--- config.mk ---
export PLATFORM = sky130hd
export DESIGN_NAME = rx_engine_flat
export DESIGN_NICKNAME = d
export VERILOG_FILES = /design/src/rtl/uart_pkg.sv /design/src/rtl/rx_engine_if.sv /design/src/rtl/rx_bit_timer.sv /design/src/rtl/rx_engine.sv /design/src/flat_wrapper.sv
export SDC_FILE = /design/constraint.sdc
export NUM_CORES = 1
export LEC_CHECK = 0
export CORE_MARGIN = 3
export CORE_UTILIZATION = 30
export DETAILED_ROUTE_END_ITERATION = 8
export MAX_ROUTING_LAYER = met4
export SKIP_LAST_GASP = 1
export SYNTH_ARGS = -nofsm -noshare
export SYNTH_HDL_FRONTEND = slang
export SYNTH_SLANG_ARGS = --single-unit
--- constraint.sdc ---
create_clock -name clk -period 5.4 [get_ports clk]
set_clock_uncertainty 0.1 [all_clocks]
set_input_delay 0.81 -clock clk [delete_from_list [all_inputs] [get_ports clk]]
set_output_delay 0.81 -clock clk [all_outputs]
set_load 0.005 [all_outputs]
--- src/rtl/uart_pkg.sv ---
// Shared UART definitions: bit-time table, receiver state encoding and
// frame-length helpers used by the receive engine and its bit timer.
package uart_pkg;

  localparam int CNT_W = 19;   // bit-time counter width
  localparam int SR_W  = 10;   // receive shift register: up to 8 data + parity + stop
  localparam int DATA_W = 8;

  typedef enum logic [1:0] {
    ST_IDLE  = 2'd0,
    ST_START = 2'd1,
    ST_RECV  = 2'd2,
    ST_DONE  = 2'd3
  } rx_state_t;

  // Clock cycles per bit for each baud selector at 100 MHz.
  function automatic logic [CNT_W-1:0] baud_count(input logic [3:0] sel);
    logic [CNT_W-1:0] cnt;
    case (sel)
      4'h0:    cnt = 19'd333333;
      4'h1:    cnt = 19'd83333;
      4'h2:    cnt = 19'd41667;
      4'h3:    cnt = 19'd20833;
      4'h4:    cnt = 19'd10417;
      4'h5:    cnt = 19'd5208;
      4'h6:    cnt = 19'd2604;
      4'h7:    cnt = 19'd1736;
      4'h8:    cnt = 19'd868;
      4'h9:    cnt = 19'd434;
      4'hA:    cnt = 19'd217;
      default: cnt = 19'd109;
    endcase
    return cnt;
  endfunction

  // Bits sampled after the start bit: data (7/8) + optional parity + stop.
  function automatic logic [3:0] frame_payload_bits(input logic eight, input logic pen);
    return 4'd7 + {3'b000, eight} + {3'b000, pen} + 4'd1;
  endfunction

endpackage

--- src/rtl/rx_engine_if.sv ---
// Host-side and line-side signals of the UART receive engine, bundled so
// the engine and its user share one definition.
interface rx_engine_if;
  logic       rx;
  logic       eight;
  logic       pen;
  logic       ohel;
  logic [3:0] baud;
  logic       read;
  logic [7:0] data;
  logic       rxrdy;
  logic       perr;
  logic       ferr;
  logic       ovf;

  // Side that drives the line and configuration and consumes characters.
  modport master (
    output rx, eight, pen, ohel, baud, read,
    input  data, rxrdy, perr, ferr, ovf
  );

  // The receive engine itself.
  modport slave (
    input  rx, eight, pen, ohel, baud, read,
    output data, rxrdy, perr, ferr, ovf
  );
endinterface

--- src/rtl/rx_bit_timer.sv ---
// Loadable bit-time down-counter. Loading N produces a one-cycle tick N
// cycles later; a half load uses N/2. Idles at zero with no tick.
module rx_bit_timer
  import uart_pkg::*;
(
  input  logic             clk,
  input  logic             rst,
  input  logic             load_half,
  input  logic             load_full,
  input  logic [CNT_W-1:0] full_count,
  output logic             tick
);

  localparam logic [CNT_W-1:0] ONE = 1;

  logic [CNT_W-1:0] cnt_reg;

  // Count down from the loaded value and park at zero.
  always_ff @(posedge clk or posedge rst) begin
    if (rst) begin
      cnt_reg <= '0;
    end else if (load_full) begin
      cnt_reg <= full_count;
    end else if (load_half) begin
      cnt_reg <= full_count >> 1;
    end else if (cnt_reg != '0) begin
      cnt_reg <= cnt_reg - ONE;
    end
  end

  assign tick = (cnt_reg == ONE);

endmodule

--- src/rtl/rx_engine.sv ---
// UART receive engine: synchronises rx, detects the start edge, samples
// each bit at mid-bit, checks parity and stop, and holds one character
// with status flags until the host reads it.
module rx_engine
  import uart_pkg::*;
#(
  parameter int SYNC_STAGES = 2   // at least 2
) (
  input  logic       clk,
  input  logic       rst,
  rx_engine_if.slave bus
);

  // ---------------- input synchroniser ----------------
  logic [SYNC_STAGES-1:0] sync_reg;
  logic                   rx_s;
  logic                   rx_d_reg;
  logic                   fall;

  genvar gi;
  generate
    for (gi = 0; gi < SYNC_STAGES; gi++) begin : g_sync
      logic stage_in;
      logic q_reg;
      if (gi == 0) begin : g_first
        assign stage_in = bus.rx;
      end else begin : g_rest
        assign stage_in = sync_reg[gi-1];
      end
      // One synchroniser stage, reset to the idle line level.
      always_ff @(posedge clk or posedge rst) begin
        if (rst) q_reg <= 1'b1;
        else     q_reg <= stage_in;
      end
      assign sync_reg[gi] = q_reg;
    end
  endgenerate

  assign rx_s = sync_reg[SYNC_STAGES-1];

  // Previous synchronised level for falling-edge detection.
  always_ff @(posedge clk or posedge rst) begin
    if (rst) rx_d_reg <= 1'b1;
    else     rx_d_reg <= rx_s;
  end

  // A held-low line never re-triggers: a new edge needs a 1 first.
  assign fall = rx_d_reg & ~rx_s;

  // ---------------- control ----------------
  rx_state_t        state_reg, state_next;
  logic             latch_cfg;
  logic             start_ok;
  logic             load_full;
  logic             sample;
  logic             done;
  logic             tick;

  logic             eight_reg, pen_reg, ohel_reg;
  logic [CNT_W-1:0] full_count_reg;
  logic [CNT_W-1:0] timer_count;
  logic [3:0]       bits_left_reg;
  logic [SR_W-1:0]  shift_reg;

  // The half-bit load happens in the same cycle the configuration is
  // latched, so it must see the live baud selector.
  assign timer_count = latch_cfg ? baud_count(bus.baud) : full_count_reg;

  rx_bit_timer u_timer (
    .clk        (clk),
    .rst        (rst),
    .load_half  (latch_cfg),
    .load_full  (load_full),
    .full_count (timer_count),
    .tick       (tick)
  );

  // State register.
  always_ff @(posedge clk or posedge rst) begin
    if (rst) state_reg <= ST_IDLE;
    else     state_reg <= state_next;
  end

  // Next-state and control strobes.
  always_comb begin
    state_next = state_reg;
    latch_cfg  = 1'b0;
    start_ok   = 1'b0;
    load_full  = 1'b0;
    sample     = 1'b0;
    done       = 1'b0;
    case (state_reg)
      ST_IDLE: begin
        if (fall) begin
          state_next = ST_START;
          latch_cfg  = 1'b1;
        end
      end
      ST_START: begin
        if (tick) begin
          if (!rx_s) begin
            state_next = ST_RECV;
            start_ok   = 1'b1;
            load_full  = 1'b1;
          end else begin
            state_next = ST_IDLE;   // false start
          end
        end
      end
      ST_RECV: begin
        if (tick) begin
          sample = 1'b1;
          if (bits_left_reg == 4'd1) state_next = ST_DONE;
          else                       load_full  = 1'b1;
        end
      end
      ST_DONE: begin
        done       = 1'b1;
        state_next = ST_IDLE;
      end
      default: state_next = ST_IDLE;
    endcase
  end

  // Frame configuration, bit counter and shift register.
  always_ff @(posedge clk or posedge rst) begin
    if (rst) begin
      eight_reg      <= 1'b0;
      pen_reg        <= 1'b0;
      ohel_reg       <= 1'b0;
      full_count_reg <= '0;
      bits_left_reg  <= '0;
      shift_reg      <= '0;
    end else begin
      if (latch_cfg) begin
        eight_reg      <= bus.eight;
        pen_reg        <= bus.pen;
        ohel_reg       <= bus.ohel;
        full_count_reg <= baud_count(bus.baud);
        shift_reg      <= '0;
      end
      if (start_ok) begin
        bits_left_reg <= frame_payload_bits(eight_reg, pen_reg);
      end
      if (sample) begin
        shift_reg     <= {rx_s, shift_reg[SR_W-1:1]};
        bits_left_reg <= bits_left_reg - 4'd1;
      end
    end
  end

  // ---------------- frame decode ----------------
  // Samples enter at the MSB, so the stop bit always ends in the top bit
  // and the first data bit sits (SR_W - payload) places up.
  logic [3:0]        payload_bits;
  logic [8:0]        aligned;
  logic [DATA_W-1:0] data_next;
  logic              parity_bit;
  logic              perr_next;
  logic              ferr_next;

  assign payload_bits = frame_payload_bits(eight_reg, pen_reg);
  assign aligned      = 9'(shift_reg >> (4'(SR_W) - payload_bits));
  assign data_next    = eight_reg ? aligned[7:0] : {1'b0, aligned[6:0]};
  assign parity_bit   = eight_reg ? aligned[8] : aligned[7];
  assign perr_next    = pen_reg & ((^data_next ^ parity_bit) != ohel_reg);
  assign ferr_next    = ~shift_reg[SR_W-1];

  // ---------------- host-facing outputs ----------------
  logic [DATA_W-1:0] data_reg;
  logic              rxrdy_reg, perr_reg, ferr_reg, ovf_reg;

  // A completing frame takes priority over a simultaneous read.
  always_ff @(posedge clk or posedge rst) begin
    if (rst) begin
      data_reg  <= '0;
      rxrdy_reg <= 1'b0;
      perr_reg  <= 1'b0;
      ferr_reg  <= 1'b0;
      ovf_reg   <= 1'b0;
    end else if (done) begin
      data_reg  <= data_next;
      rxrdy_reg <= 1'b1;
      perr_reg  <= perr_next;
      ferr_reg  <= ferr_next;
      ovf_reg   <= rxrdy_reg & ~bus.read;
    end else if (bus.read) begin
      rxrdy_reg <= 1'b0;
      perr_reg  <= 1'b0;
      ferr_reg  <= 1'b0;
      ovf_reg   <= 1'b0;
    end
  end

  assign bus.data  = data_reg;
  assign bus.rxrdy = rxrdy_reg;
  assign bus.perr  = perr_reg;
  assign bus.ferr  = ferr_reg;
  assign bus.ovf   = ovf_reg;

endmodule
--- src/flat_wrapper.sv ---
// flat-port wrapper written by rule: the top's interface ports become plain ports
module rx_engine_flat import uart_pkg::*;
#(
  parameter int SYNC_STAGES = 2                
)
  (clk, rst, bus_rx, bus_eight, bus_pen, bus_ohel, bus_baud, bus_read, bus_data, bus_rxrdy, bus_perr, bus_ferr, bus_ovf);
  rx_engine_if bus_i ();
  input  logic clk;
  input  logic rst;
  input wire logic [$bits(bus_i.rx)-1:0] bus_rx;
  input wire logic [$bits(bus_i.eight)-1:0] bus_eight;
  input wire logic [$bits(bus_i.pen)-1:0] bus_pen;
  input wire logic [$bits(bus_i.ohel)-1:0] bus_ohel;
  input wire logic [$bits(bus_i.baud)-1:0] bus_baud;
  input wire logic [$bits(bus_i.read)-1:0] bus_read;
  output wire logic [$bits(bus_i.data)-1:0] bus_data;
  output wire logic [$bits(bus_i.rxrdy)-1:0] bus_rxrdy;
  output wire logic [$bits(bus_i.perr)-1:0] bus_perr;
  output wire logic [$bits(bus_i.ferr)-1:0] bus_ferr;
  output wire logic [$bits(bus_i.ovf)-1:0] bus_ovf;
  assign bus_i.rx = bus_rx;
  assign bus_i.eight = bus_eight;
  assign bus_i.pen = bus_pen;
  assign bus_i.ohel = bus_ohel;
  assign bus_i.baud = bus_baud;
  assign bus_i.read = bus_read;
  assign bus_data = bus_i.data;
  assign bus_rxrdy = bus_i.rxrdy;
  assign bus_perr = bus_i.perr;
  assign bus_ferr = bus_i.ferr;
  assign bus_ovf = bus_i.ovf;
  rx_engine #(.SYNC_STAGES(SYNC_STAGES)) u_core (.clk(clk), .rst(rst), .bus(bus_i));
endmodule
### Word-level counts from Yosys, hierarchy flattened

Memories as Yosys holds them, arrays and structs flattened. A register that Yosys moved wholly into a read port is not among the register bits.
Index checks and enable logic that the tools add are counted.

* register bits after elaboration: 72
* input bits: 11
* bits in read-only memories: 576
* memories kept: 2

Memories
* (name not given): depth 16, bits a word 18, read ports 1, clocked after memory_dff 0, wr ports 0, line uart_pkg.sv:19 `case (sel)`
* (name not given): depth 16, bits a word 18, read ports 1, clocked after memory_dff 1, wr ports 0, line uart_pkg.sv:19

* reductions and logical operators: 8
* bitwise operators: 7
* mux-type cells: 32
* add/sub/neg operators: 6
* equal/unequal tests: 10
* shifts and indexed selects: 1

Operators with widths (number)
* $mux W19: 4
* $mux W10: 2
* $eq A19 B1 Y1 const B: 1
* $reduce_bool A19 Y1: 1
* $sub A19 B1 Y19 const B: 1
* $mux W1: 16
* $mux W2: 5
* $shr A10 B4 Y9: 1
* $mux W4: 2
* $mux W8: 1
* $ne A2 B1 Y1 const B: 4
* $pmux W2 S4: 1
* $reduce_xor A8 Y1: 1
* $reduce_bool A2 Y1: 3
* $add A3 B1 Y4 const A: 1
* $add A4 B1 Y4: 1
* $add A4 B1 Y4 const B: 1
* $eq A2 B2 Y1 const B: 2
* $eq A4 B1 Y1 const B: 1
* $reduce_and A4 Y1: 1
* $sub A4 B1 Y4 const B: 1
* $sub A4 B4 Y4 const A: 1
* $and A1 B1 Y1: 3
* $not A1 Y1: 3
* other kinds (6): 6

### Logic depth before layout (Yosys ltp)

Gate-level depths: netlist of run 1.

* depth after elaboration: 11
* gate-level depth with buffers: 10
* mapped depth without buffers: 8

### Cells and area by module

From an unflattened synthesis of run 1, not the netlist that was laid out.

* cells, all modules: 432
* area total of the unflattened synthesis: 4098.9 µm²

By module, submodules not included
* rx_engine: cells each 296, sequential area each 1305.0 µm², instances 1, area an instance 2830.2 µm²
* rx_bit_timer: cells each 136, sequential area each 475.5 µm², instances 1, area an instance 1268.7 µm²

### Least setup slack after synthesis of run 1

Ideal clock, no wire load.

* path kind: register to register
* start: register u_core.eight_reg
* end: register u_core.perr_reg, in the netlist u_core.bus.perr
* slack: 3.087 ns
* setup time: 0.095 ns
* period minus slack after synthesis: 2.313 ns
* buffers on the path: 2
* arrival: 2.117 ns
* cell stages (with the launch flop): 11
* cell sequence: dfrtp_1 -> inv_1 -> ha_1 -> buf_2 -> buf_1 -> o21ai_0 -> o22ai_1 -> nand2_1 -> o221ai_1 -> xnor3_1 -> o31ai_1

* cells in the longest elaborated chain, start to end: 11

RTL lines
* start: declaration: line rx_engine.sv:59 `logic eight_reg, pen_reg, ohel_reg;`
* start signal: assignment: line rx_engine.sv:136 `eight_reg <= bus.eight;`
* $add A3 B1 Y4: line uart_pkg.sv:38 `return 4'd7 + {3'b000, eight} + {3'b000, pen} + 4'd1;`
* $add A4 B1 Y4 (2 in series): line uart_pkg.sv:38
* $sub A4 B4 Y4: line rx_engine.sv:163 `assign aligned = 9'(shift_reg >> (4'(SR_W) - payload_bits));`
* $shr A10 B4 Y9: line rx_engine.sv:163
* $mux W8: line rx_engine.sv:164 `assign data_next = eight_reg ? aligned[7:0] : {1'b0, aligned[6:0]};`
* $reduce_xor A8 Y1: line rx_engine.sv:166 `assign perr_next = pen_reg & ((^data_next ^ parity_bit) != ohel_reg);`
* $xor A1 B1 Y1 (*): line rx_engine.sv:166
* $ne A1 B1 Y1 (*): line rx_engine.sv:166
* $and A1 B1 Y1 (*): line rx_engine.sv:166
* $mux W1 (*): line rx_engine.sv:181 `end else if (done) begin`
* end signal: assignment: line rx_engine.sv:184 `perr_reg <= perr_next;`
* end: declaration: line rx_engine.sv:171 `logic rxrdy_reg, perr_reg, ferr_reg, ovf_reg;`

Mark *: on every way between the ends. The rest lies on a longest branch, timed or not.
A chain may end at the register's enable or synchronous reset.

### Worst setup path after layout of run 1

Ends and elaborated chain as after synthesis.

==> run metrics, run 1 <==
area fraction in compound gates after synthesis 20.0%; count of maximum capacitance violations 0; count of instances resized after the clock tree is built 0; count of input and output buffers 22; filler cell count in the final layout 1346; Setup crit start kind flip-flop; CP peak stage delay 0.68 ns; Routability Congestion 0.823; number of cells on the worst hold path 0; CTS tree done; RSZ-0062 raised after global routing no; number of antenna violations at the first check in global routing 0; total congestion overflow 0; number of flops mapped to enable cells by yosys 0; worst hold margin 0.254 ns; cell-by-cell trace of the critical path inv_1, ha_1, mux4_2, xor2_1, xnor2_1, xnor3_1, o31ai_1; post-detailed-route count of antenna-violating nets 0; worst relative slew slack 38.3%; highest net fanout along the worst path 20; number of global-route vias before repair 3116; final cycle utilization of the critical path 54.3%; multiplexer share of the synthesized area 5.34%; critical register-to-register path endpoint u_core.bus.perr$_DFFE_PP0P_; hold-fix buffers at CTS 0; number of nets in the synthesized netlist 461; synthesized instance count 433; Primary FF master, synth dfrtp_1; clock insertion delay at the later pin of the skew report 0.33 ns; number of hold-slack violations in the final timing report 0; critical path capture point type flip-flop; arrival time reported for the critical path endpoint 3.07 ns; r2r worst-path depth 7; commonest cells after routing, fill and taps aside dfrtp_1, nand2_1, nor2_1; share of the synthesized netlist area taken by xor and xnor gates 6.31%; buffers and inverters on the worst path 1; Reg2Reg Setup Slack 2.47 ns; asr flop ratio synth 100%; count of final setup violators 0; total wire length after detailed routing 9110 um; antenna cells 0; startpoint of the worst setup timing path u_core.eight_reg$_DFFE_PP0P_; area added between synthesis and finish 14.4%; post-CTS setup buffer count 0; min-delay src u_core.g_sync[0].q_reg$_DFF_PP1_; number of nets in the finished design 470; Clock Path Buffers 2; Tmin final 2.93 ns; count of boundary I/O pins 23; total placed cells including tap cells 607; Slew @ Worst Pin 0.925 ns; number of buffers inserted during clock tree synthesis 9; library cells used by synthesis 62; synthesized flop and latch total 71; largest family of logic cells by synthesized area compound AO/OA/AOI/OAI gates; share of post-route cells with drive strength above 1 9.42%; reg-to-reg startpoint u_core.eight_reg$_DFFE_PP0P_; effective utilization at floorplan 31.4%; slowest library cell on the worst path ha_1; first-pass GRT wire length 15500 um; category of the most critical setup path reg -> reg; number of sinks driven by the clock tree 71; proportion of synthesized chip area in sequential cells 42.0%; flip-flop count of the largest register, all copies and words added 19; dpl hpwl 6330 um; Syn Std Cell Area 4240 sq um; min-delay worst type reg -> reg; required time reported for the critical path endpoint 5.54 ns; setup TNS 0 ns; wire per inst 14.6 um; total routing usage reported by global routing 12.4%; terminating pin of the worst hold path u_core.g_sync[1].q_reg$_DFF_PP1_; dominant cells by area after synthesis dfrtp_1, ha_1, nand2_1; top achievable clock speed 0.341 GHz; most common cell after layout, fill and taps aside dfrtp_1; DRC violations left 0; standard-cell row count 42; adder-cell share of the synthesized area 5.02%; number of pins with negative max-slew slack in the final report 0; via count of the routed design 3152; post-synthesis simple-gate area fraction 16.5%; Die Outline Area 15600 sq um; floorplan die height 125 um; cell family contributing the most delay on the critical path XOR/XNOR gates; average vias per placed instance 5.07; placeable core region 13500 sq um; Power, Total 0.00233 W; library cell used as clock root buffer clkbuf_16; Pre-Repair DR Iteration Count 4; leakage power figure 2.04 nW; largest net degree at the start of global routing 55; average footprint of a synthesized cell 9.79 sq um; Ys Warns 0; Chip Width 125 um; clock transition at the registers of the reported paths 0.06 ns; result of the run finished, final reports clean; power density relative to cell area 481 nW/um^2; cell accounting for the most synthesized area dfrtp_1; first-iteration detailed-routing DRC count 213; Synth top area share 40.1%; worst-case vdd ir drop 0.189 mV; count of non-filler cells in the finished layout 622; number of H-tree levels 3
[metal layers]
layer	vias up	global-route usage [%]	share of wire, %	wire length [um]
li1	1553	-	-	-
met1	1529	16.2	47	4310
met2	61	19.4	48	4330
met3	9	3.13	4.0	365
met4	0	3.06	1.1	100
met5	-	-	0	0
[cells by family (layout without fill, tap and decap cells)]
logic type | count (synthesis) | count (layout)
adder cells (fa/ha/maj) | 17 | 17
AO/OA/AOI/OAI | 117 | 117
XOR/XNOR | 29 | 29
multiplexers | 21 | 21
buffers and inverters | 46 | 59
AND/OR/NAND/NOR | 132 | 132
flip-flops | 71 | 71
[worst max-delay path by stage]
| stage | end | slack (ns) | cells after the start |
|---|---|---|---|
| 3_3_place_gp | u_core.u_timer.cnt_reg[4]$_DFFE_PP0P_ | 2.50 | 8 |
| 4_1_cts | u_core.bus.perr$_DFFE_PP0P_ | 2.47 | 7 |
| 6_report | u_core.bus.perr$_DFFE_PP0P_ | 2.47 | 7 |
| 3_5_place_dp | u_core.u_timer.cnt_reg[1]$_DFFE_PP0P_ | 2.45 | 8 |
| 2_1_floorplan | async pin | 2.70 | 1 |
| 5_1_grt | u_core.bus.perr$_DFFE_PP0P_ | 2.26 | 7 |
[power by group]
group | internal [W] | total (W) | switching (W)
registers | 0.000710 | 0.000845 | 0.000135
clock network | 0.000347 | 0.000556 | 0.000209
logic | 0.000442 | 0.000934 | 0.000492
total | 0.00150 | 0.00233 | 0.000835
[synthesized netlist by cell type, drive strengths merged, types with 13 or more instances]
cell and number:
nand2 47, mux2i 17, nor3 13, xnor2 19
nor2 29, clkbuf 15, dfrtp 68, inv 19
o2bb2ai 16, ha 17, o21ai 23, a21oi 26
[layout make-up]
cell class	count	area, sq um	share of cell area [%]
sequential	71	1780	36.7
inverter	19	71.3	1.47
multi-input combinational	316	2260	46.6
clock buffer	15	278	5.73
tap	176	220	4.54
timing repair buffer	25	243	5.00
[metrics by stage]
step | utilization, % | setup slack (ns) | cell area [sq um]
3_3_place_gp | 33.9 | 2.50 | 4570
2_1_floorplan | - | 2.70 | 4240
5_1_grt | 35.9 | 2.26 | 4850
6_report | 35.9 | 2.47 | 4850
3_5_place_dp | 33.9 | 2.45 | 4570
4_1_cts | 35.9 | 2.47 | 4850
[worst reg2reg max path, stage by stage, from the launching register on]
cell and delay, ns:
dfrtp_1 0.40, inv_1 0.12, ha_1 0.68, mux4_2 0.62, xor2_1 0.17, xnor2_1 0.22
xnor3_1 0.34, o31ai_1 0.19
No activity file was read; power rests on OpenSTA's default activity.
==> inputs of run 2 (changes only) <==
clock period = 2.7 ns   (was 5.4 ns; I/O delays follow)
==> run 2 against run 1 <==
Compared with the run above: clock power increased by 94%; flip-flop and latch count unchanged; die area is the same; critical endpoint unchanged; largest power group unchanged.
==> run metrics, run 2 (synthesis results as in run 1) <==
result of the run finished, final reports clean; final cycle utilization of the critical path 91.5%; number of hold-slack violations in the final timing report 0; relative contribution of sequential cells to total power 35.4%; required time reported for the critical path endpoint 2.83 ns; top achievable clock speed 0.405 GHz; commonest cells after routing, fill and taps aside dfrtp_1, nand2_1, nor2_1; total routing usage reported by global routing 12.8%; critical path capture point type flip-flop; via count of the routed design 3213; CP peak stage delay 0.46 ns; r2r worst-path depth 8; count of instances resized after the clock tree is built 0; library cell used as clock root buffer clkbuf_16; average vias per placed instance 5.01; floorplan die height 125 um; Clock Path Buffers 2; count of boundary I/O pins 23; most common cell after layout, fill and taps aside dfrtp_1; clock transition at the registers of the reported paths 0.06 ns; number of global-route vias before repair 3186; wire per inst 14.7 um; standard-cell row count 42; number of pins with negative max-slew slack in the final report 0; placeable core region 13500 sq um; most heavily used metal layer in global routing met2; largest net degree at the start of global routing 40; number of buffers inserted during clock tree synthesis 9; share of post-route cells with drive strength above 1 13.1%; worst-case vdd ir drop 0.406 mV; total net switching power 0.00170 W; cell-by-cell trace of the critical path inv_1, ha_1, buf_4, nand2_1, o221a_2, o221ai_1, xnor3_1, o31ai_1; setup TNS 0 ns; CTS tree done; min-delay worst type reg -> reg; number of H-tree levels 3; flip-flop count of the largest register, all copies and words added 19; leakage power figure 2.13 nW; met2 global-route usage 19.9%; highest net fanout along the worst path 13; DRC violations left 0; first-pass GRT wire length 16100 um; number of cells on the worst hold path 0; area added between synthesis and finish 18.0%; Pre-Repair DR Iteration Count 4; number of antenna violations at the first check in global routing 0; number of sinks driven by the clock tree 71; Slew @ Worst Pin 0.607 ns; clock insertion delay at the later pin of the skew report 0.33 ns; hold-fix buffers at CTS 0; count of final setup violators 0; Chip Width 125 um; crit path setup slack, layout 0.229 ns; antenna cells 0; category of the most critical setup path reg -> reg; first-iteration detailed-routing DRC count 274; worst relative slew slack 59.4%; slowest library cell on the worst path ha_1; post-detailed-route count of antenna-violating nets 0; combinational cell fraction of total power 41.9%; Routability Congestion 0.879; power density relative to cell area 949 nW/um^2; count of maximum capacitance violations 0; met1 GRT Util 16.6%; count of input and output buffers 22; number of nets in the finished design 488; fraction of power consumed by the clock network 22.7%; Die Outline Area 15600 sq um; post-CTS setup buffer count 0; worst hold margin 0.264 ns; proportion of total power due to net switching 35.9%; effective utilization at floorplan 31.4%; dpl hpwl 6620 um; internal cell power 0.00304 W; total wire length after detailed routing 9390 um; Tmin final 2.47 ns; arrival time reported for the critical path endpoint 2.60 ns; setup slack at placement 0.257 ns; RSZ-0062 raised after global routing no; total congestion overflow 0; M3 GR Usage 3.43%; Setup crit start kind flip-flop
-- run 2: cell types whose count changed in the layout (fill, tap and decap cells not counted) --
cell,delta
clkinv_2,+2
clkbuf_8,-2
buf_12,+2
clkinv_4,+1
buf_4,+16
-- run 2: final cells by class --
cell class / count / area (sq um)
clock buffer: 13 / 250
tap: 176 / 220
timing repair buffer: 43 / 403
fill: 1331 / 8500
multi-input combinational: 316 / 2260
inverter: 19 / 71.3
clock inverter: 3 / 18.8
sequential: 71 / 1780
-- run 2: critical path: cells and delay by family (launching register included) --
kind / cells / cell delay [ns]
AO/OA/AOI/OAI: 3 / 0.62
XOR/XNOR: 1 / 0.44
adder cells (fa/ha/maj): 1 / 0.46
buffers and inverters: 2 / 0.33
flip-flops: 1 / 0.36
AND/OR/NAND/NOR: 1 / 0.06
-- run 2: worst paths after layout --
path | from | end | slack, ns
worst max register to register | u_core.eight_reg$_DFFE_PP0P_ | u_core.bus.perr$_DFFE_PP0P_ | 0.23
max in group asynchronous | rst | u_core.g_sync[1].q_reg$_DFF_PP1_ | 1.56
min in group asynchronous | rst | u_core.shift_reg[2]$_DFFE_PP0P_ | 0.27
worst min register to register | u_core.g_sync[0].q_reg$_DFF_PP1_ | u_core.g_sync[1].q_reg$_DFF_PP1_ | 0.26
worst min-delay path | u_core.g_sync[0].q_reg$_DFF_PP1_ | u_core.g_sync[1].q_reg$_DFF_PP1_ | 0.26
worst max-delay path | u_core.eight_reg$_DFFE_PP0P_ | u_core.bus.perr$_DFFE_PP0P_ | 0.23
-- run 2: power groups by stage --
stage	sequential [W]	clock (W)	combinational, W
floorplan	0.00165	0	0.00146
global placement	0.00168	0	0.00193
detailed placement	0.00170	0	0.00198
CTS	0.00168	0.00111	0.00199
global route	0.00173	0.00115	0.00222
finish	0.00168	0.00108	0.00199
-- run 2: metrics by stage --
step | instance area (sq um) | cells | power (W) | util, %
final | 5000 | 641 | 0.00475 | 37.0
after global routing | 5000 | 641 | 0.00511 | 37.0
after CTS | 5000 | 641 | 0.00478 | 37.0
after detailed placement | 4730 | 625 | 0.00368 | 35.0
after global placement | 4730 | 625 | 0.00361 | 35.0
after floorplan | 4240 | 433 | 0.00311 | -
-- run 2: metal layers --
layer | routed length (um) | part of all wire (%)
met5 | 0 | 0
met4 | 23 | 0.24
met3 | 368 | 3.9
met2 | 4530 | 48
met1 | 4470 | 48
